**src/rtl/seg7_pkg.sv**
```systemverilog
// Character codes and active-low segment patterns for the
// H/E/L/O/blank seven-segment character set.
package seg7_pkg;

    localparam int CHAR_W = 3;

    localparam logic [CHAR_W-1:0] CH_H     = 3'd0;
    localparam logic [CHAR_W-1:0] CH_E     = 3'd1;
    localparam logic [CHAR_W-1:0] CH_L     = 3'd2;
    localparam logic [CHAR_W-1:0] CH_O     = 3'd3;
    localparam logic [CHAR_W-1:0] CH_BLANK = 3'd4;

    localparam logic [6:0] SEG_H     = 7'b0001001;
    localparam logic [6:0] SEG_E     = 7'b0000110;
    localparam logic [6:0] SEG_L     = 7'b1000111;
    localparam logic [6:0] SEG_O     = 7'b1000000;
    localparam logic [6:0] SEG_BLANK = 7'b1111111;

    // Power-up message "HELLO" followed by blanks.
    function automatic logic [CHAR_W-1:0] reset_char(input int i);
        logic [CHAR_W-1:0] c;
        case (i)
            0:       c = CH_H;
            1:       c = CH_E;
            2:       c = CH_L;
            3:       c = CH_L;
            4:       c = CH_O;
            default: c = CH_BLANK;
        endcase
        return c;
    endfunction

endpackage

```
**src/rtl/seg7_char_decode.sv**
```systemverilog
// Combinational character code to active-low segment pattern.
module seg7_char_decode
    import seg7_pkg::*;
(
    input  logic [CHAR_W-1:0] code,
    output logic [6:0]        seg
);

    always_comb begin
        seg = SEG_BLANK;
        case (code)
            CH_H:    seg = SEG_H;
            CH_E:    seg = SEG_E;
            CH_L:    seg = SEG_L;
            CH_O:    seg = SEG_O;
            default: seg = SEG_BLANK;
        endcase
    end

endmodule

```
**src/rtl/hello_scroller.sv**
```systemverilog
// Circular message buffer shown as a rotating window on a bank of
// seven-segment displays, with prescaled auto-scroll and single step.
module hello_scroller
    import seg7_pkg::*;
#(
    parameter int NUM_DIGITS = 5,
    parameter int MSG_LEN    = 8,
    parameter int TICK_DIV   = 50_000_000,
    parameter int AW         = $clog2(MSG_LEN)
) (
    input  logic                    CLOCK_50,
    input  logic                    reset,
    input  logic                    run,
    input  logic                    dir,
    input  logic                    step,
    input  logic                    wr_en,
    input  logic [AW-1:0]           wr_addr,
    input  logic [CHAR_W-1:0]       wr_data,
    output logic [7*NUM_DIGITS-1:0] HEX,
    output logic [AW-1:0]           offset,
    output logic                    adv
);

    localparam int PW = (TICK_DIV > 1) ? $clog2(TICK_DIV) : 1;

    logic [PW-1:0]           presc_q, presc_d;
    logic [AW-1:0]           offset_q, offset_d;
    logic                    adv_q, adv_d;
    logic [CHAR_W-1:0]       msg_q [MSG_LEN];
    logic [CHAR_W-1:0]       msg_d [MSG_LEN];
    logic [7*NUM_DIGITS-1:0] hex_q, hex_d;
    logic                    tick;
    logic                    wr_ok;

    always_comb begin
        presc_d = presc_q;
        tick    = 1'b0;
        if (run) begin
            if (presc_q == PW'(TICK_DIV - 1)) begin
                presc_d = '0;
                tick    = 1'b1;
            end else begin
                presc_d = presc_q + PW'(1);
            end
        end
    end

    // Steps only count while paused, so they never collide with ticks.
    always_comb begin
        adv_d    = tick || (step && !run);
        offset_d = offset_q;
        if (adv_d) begin
            if (!dir) begin
                offset_d = (offset_q == AW'(MSG_LEN - 1))
                         ? '0 : offset_q + AW'(1);
            end else begin
                offset_d = (offset_q == '0)
                         ? AW'(MSG_LEN - 1) : offset_q - AW'(1);
            end
        end
    end

    assign wr_ok = wr_en && ({1'b0, wr_addr} < (AW+1)'(MSG_LEN));

    always_comb begin
        for (int i = 0; i < MSG_LEN; i++) begin
            msg_d[i] = msg_q[i];
            if (wr_ok && (wr_addr == AW'(i)))
                msg_d[i] = wr_data;
        end
    end

    for (genvar d = 0; d < NUM_DIGITS; d++) begin : g_dig
        logic [AW:0]   sum;
        logic [AW-1:0] idx;
        always_comb begin
            sum = {1'b0, offset_q} + (AW+1)'(NUM_DIGITS - 1 - d);
            if (sum >= (AW+1)'(MSG_LEN))
                sum = sum - (AW+1)'(MSG_LEN);
        end
        assign idx = sum[AW-1:0];
        seg7_char_decode u_dec (
            .code (msg_q[idx]),
            .seg  (hex_d[7*d +: 7])
        );
    end

    always_ff @(posedge CLOCK_50) begin
        if (reset) begin
            presc_q  <= '0;
            offset_q <= '0;
            adv_q    <= 1'b0;
            hex_q    <= '1;
            for (int i = 0; i < MSG_LEN; i++)
                msg_q[i] <= reset_char(i);
        end else begin
            presc_q  <= presc_d;
            offset_q <= offset_d;
            adv_q    <= adv_d;
            hex_q    <= hex_d;
            for (int i = 0; i < MSG_LEN; i++)
                msg_q[i] <= msg_d[i];
        end
    end

    assign HEX    = hex_q;
    assign offset = offset_q;
    assign adv    = adv_q;

endmodule

```
**config.mk**
```make
export PLATFORM = sky130hd
export DESIGN_NAME = hello_scroller
export DESIGN_NICKNAME = d
export VERILOG_FILES = /design/src/rtl/seg7_pkg.sv /design/src/rtl/seg7_char_decode.sv /design/src/rtl/hello_scroller.sv
export SDC_FILE = /design/constraint.sdc
export NUM_CORES = 1
export LEC_CHECK = 0
export CORE_ASPECT_RATIO = 1.2
export CORE_UTILIZATION = 50
export CTS_BUF_LIST = sky130_fd_sc_hd__clkbuf_16
export DETAILED_ROUTE_END_ITERATION = 8
export GPL_TIMING_DRIVEN = 1
export HOLD_SLACK_MARGIN = 0.05
export PLACE_DENSITY = 0.76
export SYNTH_ARGS = -nofsm -noshare
export SYNTH_HDL_FRONTEND = slang
export SYNTH_SLANG_ARGS = --single-unit
```
**constraint.sdc**
```tcl
create_clock -name CLOCK_50 -period 3.56 [get_ports CLOCK_50]
set_input_delay 0.89 -clock CLOCK_50 [delete_from_list [all_inputs] [get_ports CLOCK_50]]
set_output_delay 0.89 -clock CLOCK_50 [all_outputs]
set_load 0.01 [all_outputs]
```
; After elaboration in Yosys (flattened, before gate mapping)
; Memories as Yosys holds them, arrays and structs flattened.
; Index checks and enable logic that the tools add are counted.
[classes]
n_addsub = 12
magnitude_cmp = 5
n_eq_ne = 32
mux = 40
n_bitwise = 8
n_reduce_logical = 26
[ops]
columns = cell, count
row1 = $pmux W7 S4, 5
row2 = $mux W3, 29
row3 = $eq A3 B2 Y1 const B, 12
row4 = $add A26 B1 Y26 const B, 1
row5 = $eq A26 B26 Y1 const B, 1
row6 = $mux W26, 1
row7 = $logic_not A3 Y1, 7
row8 = $eq A3 B1 Y1 const B, 6
row9 = $sub A3 B1 Y3 const B, 6
row10 = $ge A4 B4 Y1 const B, 4
row11 = $reduce_and A2 Y1, 8
row12 = $eq A3 B3 Y1 const B, 5
row13 = $logic_and A1 B1 Y1, 9
row14 = $add A3 B2 Y4 const B, 2
row15 = $ne A1 B1 Y1 const B, 8
row16 = $or A1 B1 Y1, 8
row17 = $mux W1, 5
row18 = $add A3 B1 Y4 const B, 1
row19 = $add A3 B3 Y4 const B, 1
row20 = $ge A3 B4 Y1 const B, 1
row21 = $add A3 B1 Y3 const B, 1
row22 = $logic_not A1 Y1, 1
row23 = $logic_or A1 B1 Y1, 1
[totals]
register_bits = 65
ram_bits = 24
wordCells = 128
memories = 1
[memory_table]
columns = name, words, width, rd, rd_ports_with_merged_regs, wr, line
row1 = msg_q, 8, 3, 5, 0, 8, hello_scroller.sv:29  ; logic [CHAR_W-1:0] msg_q [MSG_LEN];

; Longest topological paths before layout
; An unclocked memory read counts as a cell.
[logic_depth]
ltp_word = 6
ltp_mapped = 9

; Hierarchy
; From an unflattened synthesis, not the netlist that was laid out.
[hier_totals]
hier_cells = 414
hier_area_um2 = 4515.6
[modules_own_cells]
columns = module, n_inst, cells_each, area_each_um2
row1 = hello_scroller, 1, 374, 4246.6
row2 = seg7_char_decode, 5, 8, 53.8

; Least setup slack after synthesis
; No wires, ideal clock.
[synth_timing]
kind = register to register
from = register offset_q[0], in the netlist offset[0]
to = register hex_q[7], in the netlist HEX[7]
setup_time_ns = 0.127
arrival_ns = 2.493
setup_slack_ns = 0.940
path_stages_with_launch = 9
path_buffers = 3
synth_period_minus_slack_ns = 2.620
path_cell_list = dfxtp_1 > buf_2 > buf_2 > inv_1 > ha_1 > buf_2 > mux4_2 > mux2_2 > or3_1
[synth_via]
elab_chain_len = 6
elab_cells_between_ends = 10
[synth_lines]
columns = item, line
row1 = start: declaration, hello_scroller.sv:27  ; logic [AW-1:0] offset_q, offset_d;
row2 = start signal: assignment, hello_scroller.sv:98  ; offset_q <= offset_d;
row3 = $add A3 B2 Y4 *, hello_scroller.sv:77  ; sum = {1'b0, offset_q} + (AW+1)'(NUM_DIGITS - 1 - d);
row4 = $ge A4 B4 Y1 / $sub A3 B1 Y3 (equally long branches), "hello_scroller.sv:78, hello_scroller.sv:79"
row5 = $mux W3 *, hello_scroller.sv:78  ; if (sum >= (AW+1)'(MSG_LEN))
row6 = $mem_v2 Z8 W3 *, --
row7 = $eq A3 B2 Y1 (tied with other cells), seg7_char_decode.sv:11  ; case (code)
row8 = $pmux W7 S4 *, seg7_char_decode.sv:11
row9 = end signal: assignment, hello_scroller.sv:93  ; hex_q <= '1;
row10 = end signal: assignment, hello_scroller.sv:100  ; hex_q <= hex_d;
row11 = end: declaration, hello_scroller.sv:31  ; logic [7*NUM_DIGITS-1:0] hex_q, hex_d;
; Mark *: on every way between the ends. The rest lies on a longest branch, timed or not.
; A chain may end at the register's enable or synchronous reset.

; Final worst setup path
[layout_timing]
from = register offset_q[1], in the netlist offset[1]
to = register hex_q[7], in the netlist HEX[7]
; The elaborated chain is that of the path after synthesis.

==> metrics.yaml <==
fin_crit_ns: 2.723
place_ws_ns: 0.6110
yosys.area.top_type: "dfxtp_1"
cp_slowest_cell: "ha_1"
rsz0062_at_grt: "false"
cp_max_fo: 10
insertion_delay_ns: 0.33
hold_end: "presc_q[23]$_SDFFE_PP0P_"
syn_inst: 375
start_util: 0.5195
cp-end-kind: "flip-flop"
layout.nets: 432
final_max_slew_viol_count: 0
final.setup.tns_ns: 0
ioPinCount: 51
cts_sinks: 82
vias: 2852
dominantRegCellSynth: "dfxtp_1"
vias_per_cell: 5.570
whs_path_depth: 2
startpoint_type: "flip-flop"
area_delta_synth_final_pct: 19.19
final_cell_mix: "dfxtp_1 (58), clkdlybuf4s50_1 (50), nor2_1 (45)"
grt_pass1_wl_mm: 12.87
vdd_drop_max_mv: 0.2978
synth.top_cell.area_share: 0.2900
synthDistinctLibCells: 47
ys_ff_latch: 82
die_x_um: 83.69
postSynth.asyncResetShare: 0
p_leak_nw: 1.715
ctsHoldBuffers: 0
worstPathArrival_ns: 2.94
fp-row-count: 35
fmax_ghz: 0.3672
critPathKind: "flip-flop to flip-flop"
cts_max_level: 3
fp.coreArea_um2: 7707
max_cap_violations: 0
drtAntennaViolNets: 0
cts_tree: "done"
holdWs_ns: 0.5138
hpwl_mm: 5.822
hold_viol: 0
worst-slew-pin-transition_ns: 0.6443
drt-pass1-iter-count: 4
final_common_cell: "dfxtp_1"
crit_path_cell_trace: "inv_1 -> ha_1 -> mux4_2 -> mux2_2 -> or3_1"
setup_violations: 0
power_mw: 2.314
wl_mm: 7.848
synth_area_um2: 4004
reg2reg_slack_ns: 0.84
cpPeakStageDelay_ns: 0.64
die_area_um2: 8371
post-route-drc-count: 0
cts_buffers: 9
grt_pass1_vias: 2697
num_antenna_cells: 0
hold_path_class: "flip-flop to flip-flop"
cp.required_ns: 3.78
cts_root_buf: "clkbuf_16"
routabilityCongestion: 0.8449
drive_gt1_frac: 0.1214
synth-edff-count: 24
cts_resized: 0
yosys-top-cells-area: "dfxtp_1 (29%), edfxtp_1 (18%), mux4_2 (9.6%)"
status: "completed"
die_y_um: 100.0
finalWorstSetupSlack_ns: 0.8369
relSlewSlack: 0.5691
wl_per_cell_um: 15.33
drt_iter0_drc: 134
clk_pin_slew_worst_paths_ns: 0.06
fin_cells: 512
syn_avg_cell_area_um2: 10.68
clock_skew_ns: 0.007653
placedCellCount: 496
antenna_found_initial: 0
grt_use_total: 0.1991
timing.rr.end: "HEX[7]$_SDFF_PP1_"
yosysSeqAreaShare: 0.4700
min_from: "presc_q[23]$_SDFFE_PP0P_"
ys_warn_count: 0
fin_crit_sh: 0.7649
grt_max_degree: 25
syn_nets: 392
p_per_area_nw_per_um2: 485.0
r2r_start: "offset[1]$_SDFFE_PP0N_"
grt_overflow: 0
io_buffer_count: 50
postCtsSetupBuffers: 0
reg2regPathDepth: 5
ctsLongestPathBuffers: 2
==> flip-flops by register name, summed over array words and instances, names as in the netlist, named ones only <==
name     cells
presc_q     26
adv          1
offset       3
HEX         25
msg_q       24
==> synthesized netlist by cell type (2+ instances only) <==
master	instances
a211oi_1	2
a211oi_2	3
a21oi_1	7
a31oi_1	2
a41o_1	2
and2_1	3
and3_1	2
and4_1	3
and4_4	2
buf_2	5
buf_4	11
clkbuf_1	8
dfxtp_1	58
edfxtp_1	24
ha_1	5
inv_1	15
mux2_2	3
mux2i_1	27
mux4_2	17
nand2_1	34
nand2b_1	15
nand3_1	11
nand4_1	3
nor2_1	45
nor2b_1	4
nor3_1	4
nor4_1	5
o21ai_0	4
o31ai_1	2
or2_2	2
or3_1	6
or4_1	2
xnor2_1	18
xor2_1	8
==> worst max-delay path: cells and delay by family, from the launching register on <==
kind,cells,cell delay [ns]
adders and majority gates,1,0.64
muxes,2,0.88
DFF,1,0.57
and+or+nand+nor,1,0.33
buffers and inverters,1,0.19
==> how the worst max path moves through the flow <==
| stage | startpoint | endpoint |
|---|---|---|
| 3_5_place_dp | run | offset[0]$_SDFFE_PP0N_ |
| 4_1_cts | offset[1]$_SDFFE_PP0N_ | HEX[7]$_SDFF_PP1_ |
| 3_3_place_gp | run | flip-flop |
| 5_1_grt | offset[1]$_SDFFE_PP0N_ | HEX[7]$_SDFF_PP1_ |
| 6_report | offset[1]$_SDFFE_PP0N_ | HEX[7]$_SDFF_PP1_ |
| 2_1_floorplan | offset[0]$_SDFFE_PP0N_ | HEX[7]$_SDFF_PP1_ |
==> kinds of logic after synthesis <==
group	Yosys count	share of synthesized area
adders and majority gates	5	0.01563
muxes	47	0.1716
DFF	82	0.4700
AOI/OAI and AO/OA	27	0.05031
xor gates and xnor gates	26	0.05688
buffers and inverters	40	0.04937
and+or+nand+nor	148	0.1863
==> report_power, final <==
part           internal, mW  total, mW  switching, mW
logic                 0.237      0.429          0.193
registers              1.03       1.08         0.0451
clock network         0.462      0.809          0.347
==> routing by layer <==
| layer | part of all wire | routed length (um) | track usage |
|---|---|---|---|
| met3 | 0.045 | 353 | 0.04276 |
| met4 | 0.027 | 208 | 0.09909 |
| met2 | 0.53 | 4164 | 0.3665 |
| met1 | 0.40 | 3121 | 0.2162 |
| met5 | 0 | 0 | 0 |
==> metrics by stage <==
| step | utilization | instance area [um2] |
|---|---|---|
| floorplan | - | 4004 |
| detailed placement | 0.5849 | 4508 |
| global route | 0.6192 | 4772 |
| global placement | 0.5849 | 4508 |
| CTS | 0.6192 | 4772 |
| finish | 0.6192 | 4772 |
==> layout make-up <==
class / instances / area, um2
Multi-Input combinational cell: 253 / 1924
Sequential cell: 82 / 1882
Clock inverter: 7 / 38.79
Fill cell: 618 / 2935
Tap cell: 92 / 115.1
Timing Repair Buffer: 54 / 530.5
Clock buffer: 9 / 225.2
Inverter: 15 / 56.30
No activity file was read; power rests on OpenSTA's default activity.
